--- config.mk ---
export PLATFORM = sky130hd
export DESIGN_NAME = serial_word_feeder
export DESIGN_NICKNAME = d
export VERILOG_FILES = /design/src/rtl/serial_word_feeder.sv
export SDC_FILE = /design/constraint.sdc
export NUM_CORES = 1
export LEC_CHECK = 0
export CAP_MARGIN = 20
export CORE_MARGIN = 5
export CORE_UTILIZATION = 43
export DETAILED_ROUTE_END_ITERATION = 12
export PLACE_DENSITY_LB_ADDON = 0.05
export SLEW_MARGIN = 20
export SYNTH_ARGS = -nofsm -noshare
export SYNTH_HDL_FRONTEND = slang
export SYNTH_SLANG_ARGS = --single-unit
--- constraint.sdc ---
create_clock -name clk -period 1.5 [get_ports clk]
set_input_delay 0.3 -clock clk [delete_from_list [all_inputs] [get_ports clk]]
set_output_delay 0.3 -clock clk [all_outputs]
set_load 0.01 [all_outputs]
--- src/rtl/serial_word_feeder.sv ---
// Parallel-to-serial feeder for the "101" pattern detector: valid/ready word intake,
// one bit per clock on x_out, with a 1-entry pending buffer for gapless streaming.
module serial_word_feeder #(
  parameter int unsigned WIDTH     = 8,
  parameter bit          MSB_FIRST = 1'b1,
  parameter bit          IDLE_BIT  = 1'b0
) (
  input  logic             clk,
  input  logic             aresetn,
  input  logic [WIDTH-1:0] in_data,
  input  logic             in_valid,
  output logic             in_ready,
  output logic             x_out,
  output logic             x_active,
  output logic             word_done
);

  localparam int unsigned    CW       = $clog2(WIDTH);
  localparam logic [CW-1:0]  LAST_IDX = CW'(WIDTH - 1);

  typedef enum logic {IDLE, SHIFT} state_t;

  state_t           state, state_nx;
  logic [WIDTH-1:0] sreg, sreg_nx;
  logic [WIDTH-1:0] pbuf, pbuf_nx;
  logic [CW-1:0]    cnt, cnt_nx;
  logic             pfull, pfull_nx;
  logic             xfer;
  logic             cur_bit;
  logic [WIDTH-1:0] shifted;

  // The output end of sreg is fixed by MSB_FIRST; shifting always moves toward it.
  assign cur_bit = MSB_FIRST ? sreg[WIDTH-1] : sreg[0];
  assign shifted = MSB_FIRST ? {sreg[WIDTH-2:0], 1'b0} : {1'b0, sreg[WIDTH-1:1]};

  assign in_ready  = ~pfull;
  assign xfer      = in_valid & in_ready;
  assign x_active  = (state == SHIFT);
  assign x_out     = (state == SHIFT) ? cur_bit : IDLE_BIT;
  assign word_done = (state == SHIFT) && (cnt == '0);

  always_ff @(posedge clk or negedge aresetn) begin
    if (!aresetn) begin
      state <= IDLE;
      sreg  <= '0;
      pbuf  <= '0;
      cnt   <= '0;
      pfull <= 1'b0;
    end else begin
      state <= state_nx;
      sreg  <= sreg_nx;
      pbuf  <= pbuf_nx;
      cnt   <= cnt_nx;
      pfull <= pfull_nx;
    end
  end

  always_comb begin
    state_nx = state;
    sreg_nx  = sreg;
    pbuf_nx  = pbuf;
    cnt_nx   = cnt;
    pfull_nx = pfull;
    unique case (state)
      IDLE: begin
        if (xfer) begin
          sreg_nx  = in_data;
          cnt_nx   = LAST_IDX;
          state_nx = SHIFT;
        end
      end
      SHIFT: begin
        if (cnt != '0) begin
          sreg_nx = shifted;
          cnt_nx  = cnt - CW'(1);
          if (xfer) begin
            pbuf_nx  = in_data;
            pfull_nx = 1'b1;
          end
        end else if (pfull) begin
          sreg_nx  = pbuf;
          cnt_nx   = LAST_IDX;
          pfull_nx = 1'b0;
        end else if (xfer) begin
          // Last-bit cycle with an empty buffer: load straight from the input.
          sreg_nx = in_data;
          cnt_nx  = LAST_IDX;
        end else begin
          state_nx = IDLE;
        end
      end
      default: state_nx = IDLE;
    endcase
  end

endmodule

==> impl_results.md <==
* Core region area at 2250 um2
* Total inserted antenna cells at 0
* Type of the most critical hold path: primary input to async pin
* Fillcell total at 181
* Leakage at 0.639 nW
* Switching power share of the total at 0.331
* Total Routed Length at 2310 um
* Ratio of routed vias to standard cells at 5.41
* Maximum clock rate at 668 MHz
* Async set or reset register ratio after synthesis at 1.00
* Unique cell type count in the Yosys netlist at 28
* Overall overflow remaining after global route at 0
* Setup-failing EPs final at 0
* Unrepaired setup endpoints after global routing: yes
* Sequential cell area in the final layout at 526 um2
* Share of the clock period used by the worst path after layout at 0.998
* Critical path endpoint category: primary output
* Net count of the finished layout at 142
* Final instance area at 1420 um2
* Hold bufs inserted after CTS at 0
* H-tree depth at 1
* Routability cong. at 0.771
* Max-slew headroom at 0.782
* Total vias in the final route at 844
* GRT Total Usage at 0.143
* Synthesized Nets at 108
* Power Density at 1690 nW/um2
* DRC violation total after the first TritonRoute iteration at 25
* Standard-cell rows at 17
* Number of global-route vias before repair at 842
* Clock group share of total power at 0.113
* Effective utilization at floorplan at 0.460
* Number of I/O port buffers at 14
* MaxCap Viol Count at 0
* Netlist Area Pre-Place at 1040 um2
* Most frequently used flop master after synthesis: dfrtp_1
* Synthesized instance count at 95
* Startpoint kind of the worst setup timing path: register
* Area occupied by multi-input gates at 520 um2
* Least-Margin Pin Slew at 0.326 ns
* Count of cells along the worst register-to-register path at 6
* DRC violation count after routing at 0
* Register clock-pin slew on the reported worst setup and hold paths at 0.12 ns
* Sequential power share at 0.400
* Required time worst endpoint at 1.20 ns
* Number of iterations in the first detailed-routing pass at 4
* Clk Tree Root Cell: clkbuf_4
* WHS at 0.321 ns
* Final HPWL from detailed placement at 1600 um
* DIE HEIGHT at 59.1 um
* Status: finished, final reports clean
* Largest net degree at the start of global routing at 22
* Cell area after placement at 1300 um2
* Utilization of the core after routing at 0.628
* Number of placed I/O pins at 15
* Peak supply drop at 1.18 mV
* Number of synthesized flops with an enable pin at 0
* Crit path max fanout at 2
* Average size of a mapped cell at 10.9 um2
* Post-synthesis sequential element count at 21
* Die width at 59.1 um
* Critical path start-end classification: register to primary output
* Part of the Yosys area used for sequential elements at 0.507
* Worst Skew at 0.00990 ns
* DIE AREA at 3490 um2
* Layout cell share with drive strength beyond 1 at 0.320
* Buffer levels on the longest clock path at 2
* Time the final worst path needs with I/O delays and setup at 1.50 ns
* Wire length of the first global-routing pass at 3800 um
* Total CTS buffers at 3
* Yosys Warn Count at 0
* Count of final hold-check violations at 0
* TritonCTS clock tree: built
* Internal power contribution at 0.00160 W
* Max-slew violation total from the final report at 0
* Critical path arrival at 1.20 ns
* Post-DR wirelength/cell at 14.8 um
* Clock net sink count at 21
* Reported net switching power at 0.000794 W
* Later-pin clock latency in the skew report at 0.30 ns
* Number of nets still failing antenna checks after routing at 0
* P&R area growth vs syn at 36.6%
* Combinational fraction of design power at 0.487
* Antenna violations before repair at 0
logic make-up after synthesis:
| kind of cell | share of synthesized area |
|---|---|
| DFF | 0.507 |
| AOI/OAI and AO/OA | 0.163 |
| and+or+nand+nor | 0.160 |
| adders and majority gates | 0.0241 |
| buffers and inverters | 0.0494 |
| muxes | 0.0965 |
cell type report:
type | count | area share
inverter | 4 | 0.0106
multi-input combinational | 65 | 0.367
sequential | 21 | 0.371
clock buffer | 4 | 0.0186
timing repair buffer | 34 | 0.208
tap | 28 | 0.0247
timing repair:
| item | in CTS | in global routing |
|---|---|---|
| resized for setup | 6 | 21 |
| hold endpoints to repair | 0 | 0 |
| endpoints found under the setup margin | 4 | 19 |
| pin swaps | 0 | 2 |
| buffers inserted | 1 | 3 |
worst paths after layout:
| path | startpoint | to | slack (ns) |
|---|---|---|---|
| min in group clk | pbuf[3]$_DFFE_PN0P_ | pbuf[3]$_DFFE_PN0P_ | 0.52 |
| setup reg to reg | cnt[0]$_DFF_PN0_ | pbuf[1]$_DFFE_PN0P_ | 0.07 |
| setup / recovery | cnt[0]$_DFF_PN0_ | word_done | 0.002 |
| hold reg to reg | pbuf[3]$_DFFE_PN0P_ | pbuf[3]$_DFFE_PN0P_ | 0.52 |
| hold / removal | aresetn | sreg[3]$_DFF_PN0_ | 0.32 |
| max in group asynchronous | aresetn | sreg[4]$_DFF_PN0_ | 0.95 |
through the flow:
| stage | setup WS [ns] | setup TNS, ns | std cells | total power (W) |
|---|---|---|---|---|
| after floorplan | 0.120 | 0 | 95 | 0.00156 |
| after global placement | -0.146 | -2.03 | 149 | 0.00193 |
| after detailed placement | -0.162 | -2.20 | 149 | 0.00196 |
| after CTS | -0.214 | -0.214 | 154 | 0.00223 |
| after global routing | -0.0823 | -0.0823 | 156 | 0.00260 |
| final | 0.00244 | 0 | 156 | 0.00240 |
placed cells by master (no fill, tap or decap):
cell type	netlist	layout
or2b_1	1	1
clkdlybuf4s15_1	0	2
mux2i_1	1	1
inv_1	4	2
clkdlybuf4s50_1	0	10
nand2b_4	0	1
o22a_1	1	1
a22oi_1	1	1
a31oi_1	2	2
ha_1	2	1
nand3b_1	1	1
a21oi_1	2	2
o211ai_1	1	1
o21ai_2	1	1
a32oi_1	8	8
inv_2	0	2
nor2_4	0	1
ha_4	0	1
nor2b_2	0	1
nor3_1	2	2
nor4bb_1	1	1
nand3_4	1	1
nand2_1	16	16
mux2_4	0	8
o22ai_1	7	7
dlygate4sd2_1	0	1
dfrtp_1	21	21
clkbuf_4	0	3
nor2b_4	1	1
clkbuf_1	1	1
nor2_1	4	3
and2_1	1	1
nand4_1	1	1
buf_4	0	19
buf_6	2	2
sequential cells by signal, summed over array words and instances, names as in the netlist:
register  cells
pbuf          8
pfull         1
cnt           3
x_active      1
sreg          8
cells in the mapped netlist, types with 4 or more instances:
cell | count | area share
nand2_1 | 16 | 0.058
dfrtp_1 | 21 | 0.51
mux2_2 | 8 | 0.087
nor2_1 | 4 | 0.014
a32oi_1 | 8 | 0.068
inv_1 | 4 | 0.014
o22ai_1 | 7 | 0.042
critical path, cell delays in order, from the launching register on:
cell and delay [ns]:
dfrtp_1 0.40, inv_2 0.08, ha_4 0.14, nand2b_4 0.06, nor2_4 0.11, buf_6 0.10
power by group through the flow:
stage / Clock (W) / Combinational [W] / Sequential, W
final: 0.000270 / 0.00117 / 0.000960
after global routing: 0.000319 / 0.00129 / 0.000991
after detailed placement: 0 / 0.00100 / 0.000961
after global placement: 0 / 0.000980 / 0.000951
after CTS: 0.000288 / 0.000995 / 0.000947
after floorplan: 0 / 0.000626 / 0.000938
routing by layer:
layer  track usage  part of all wire  vias up
met1         0.186              0.47      406
met3        0.0458             0.045        2
met5             0                 0        -
li1              -                 -      416
met4        0.0324            0.0061        0
met2         0.230              0.48       20
No activity file was read; power rests on OpenSTA's default activity.
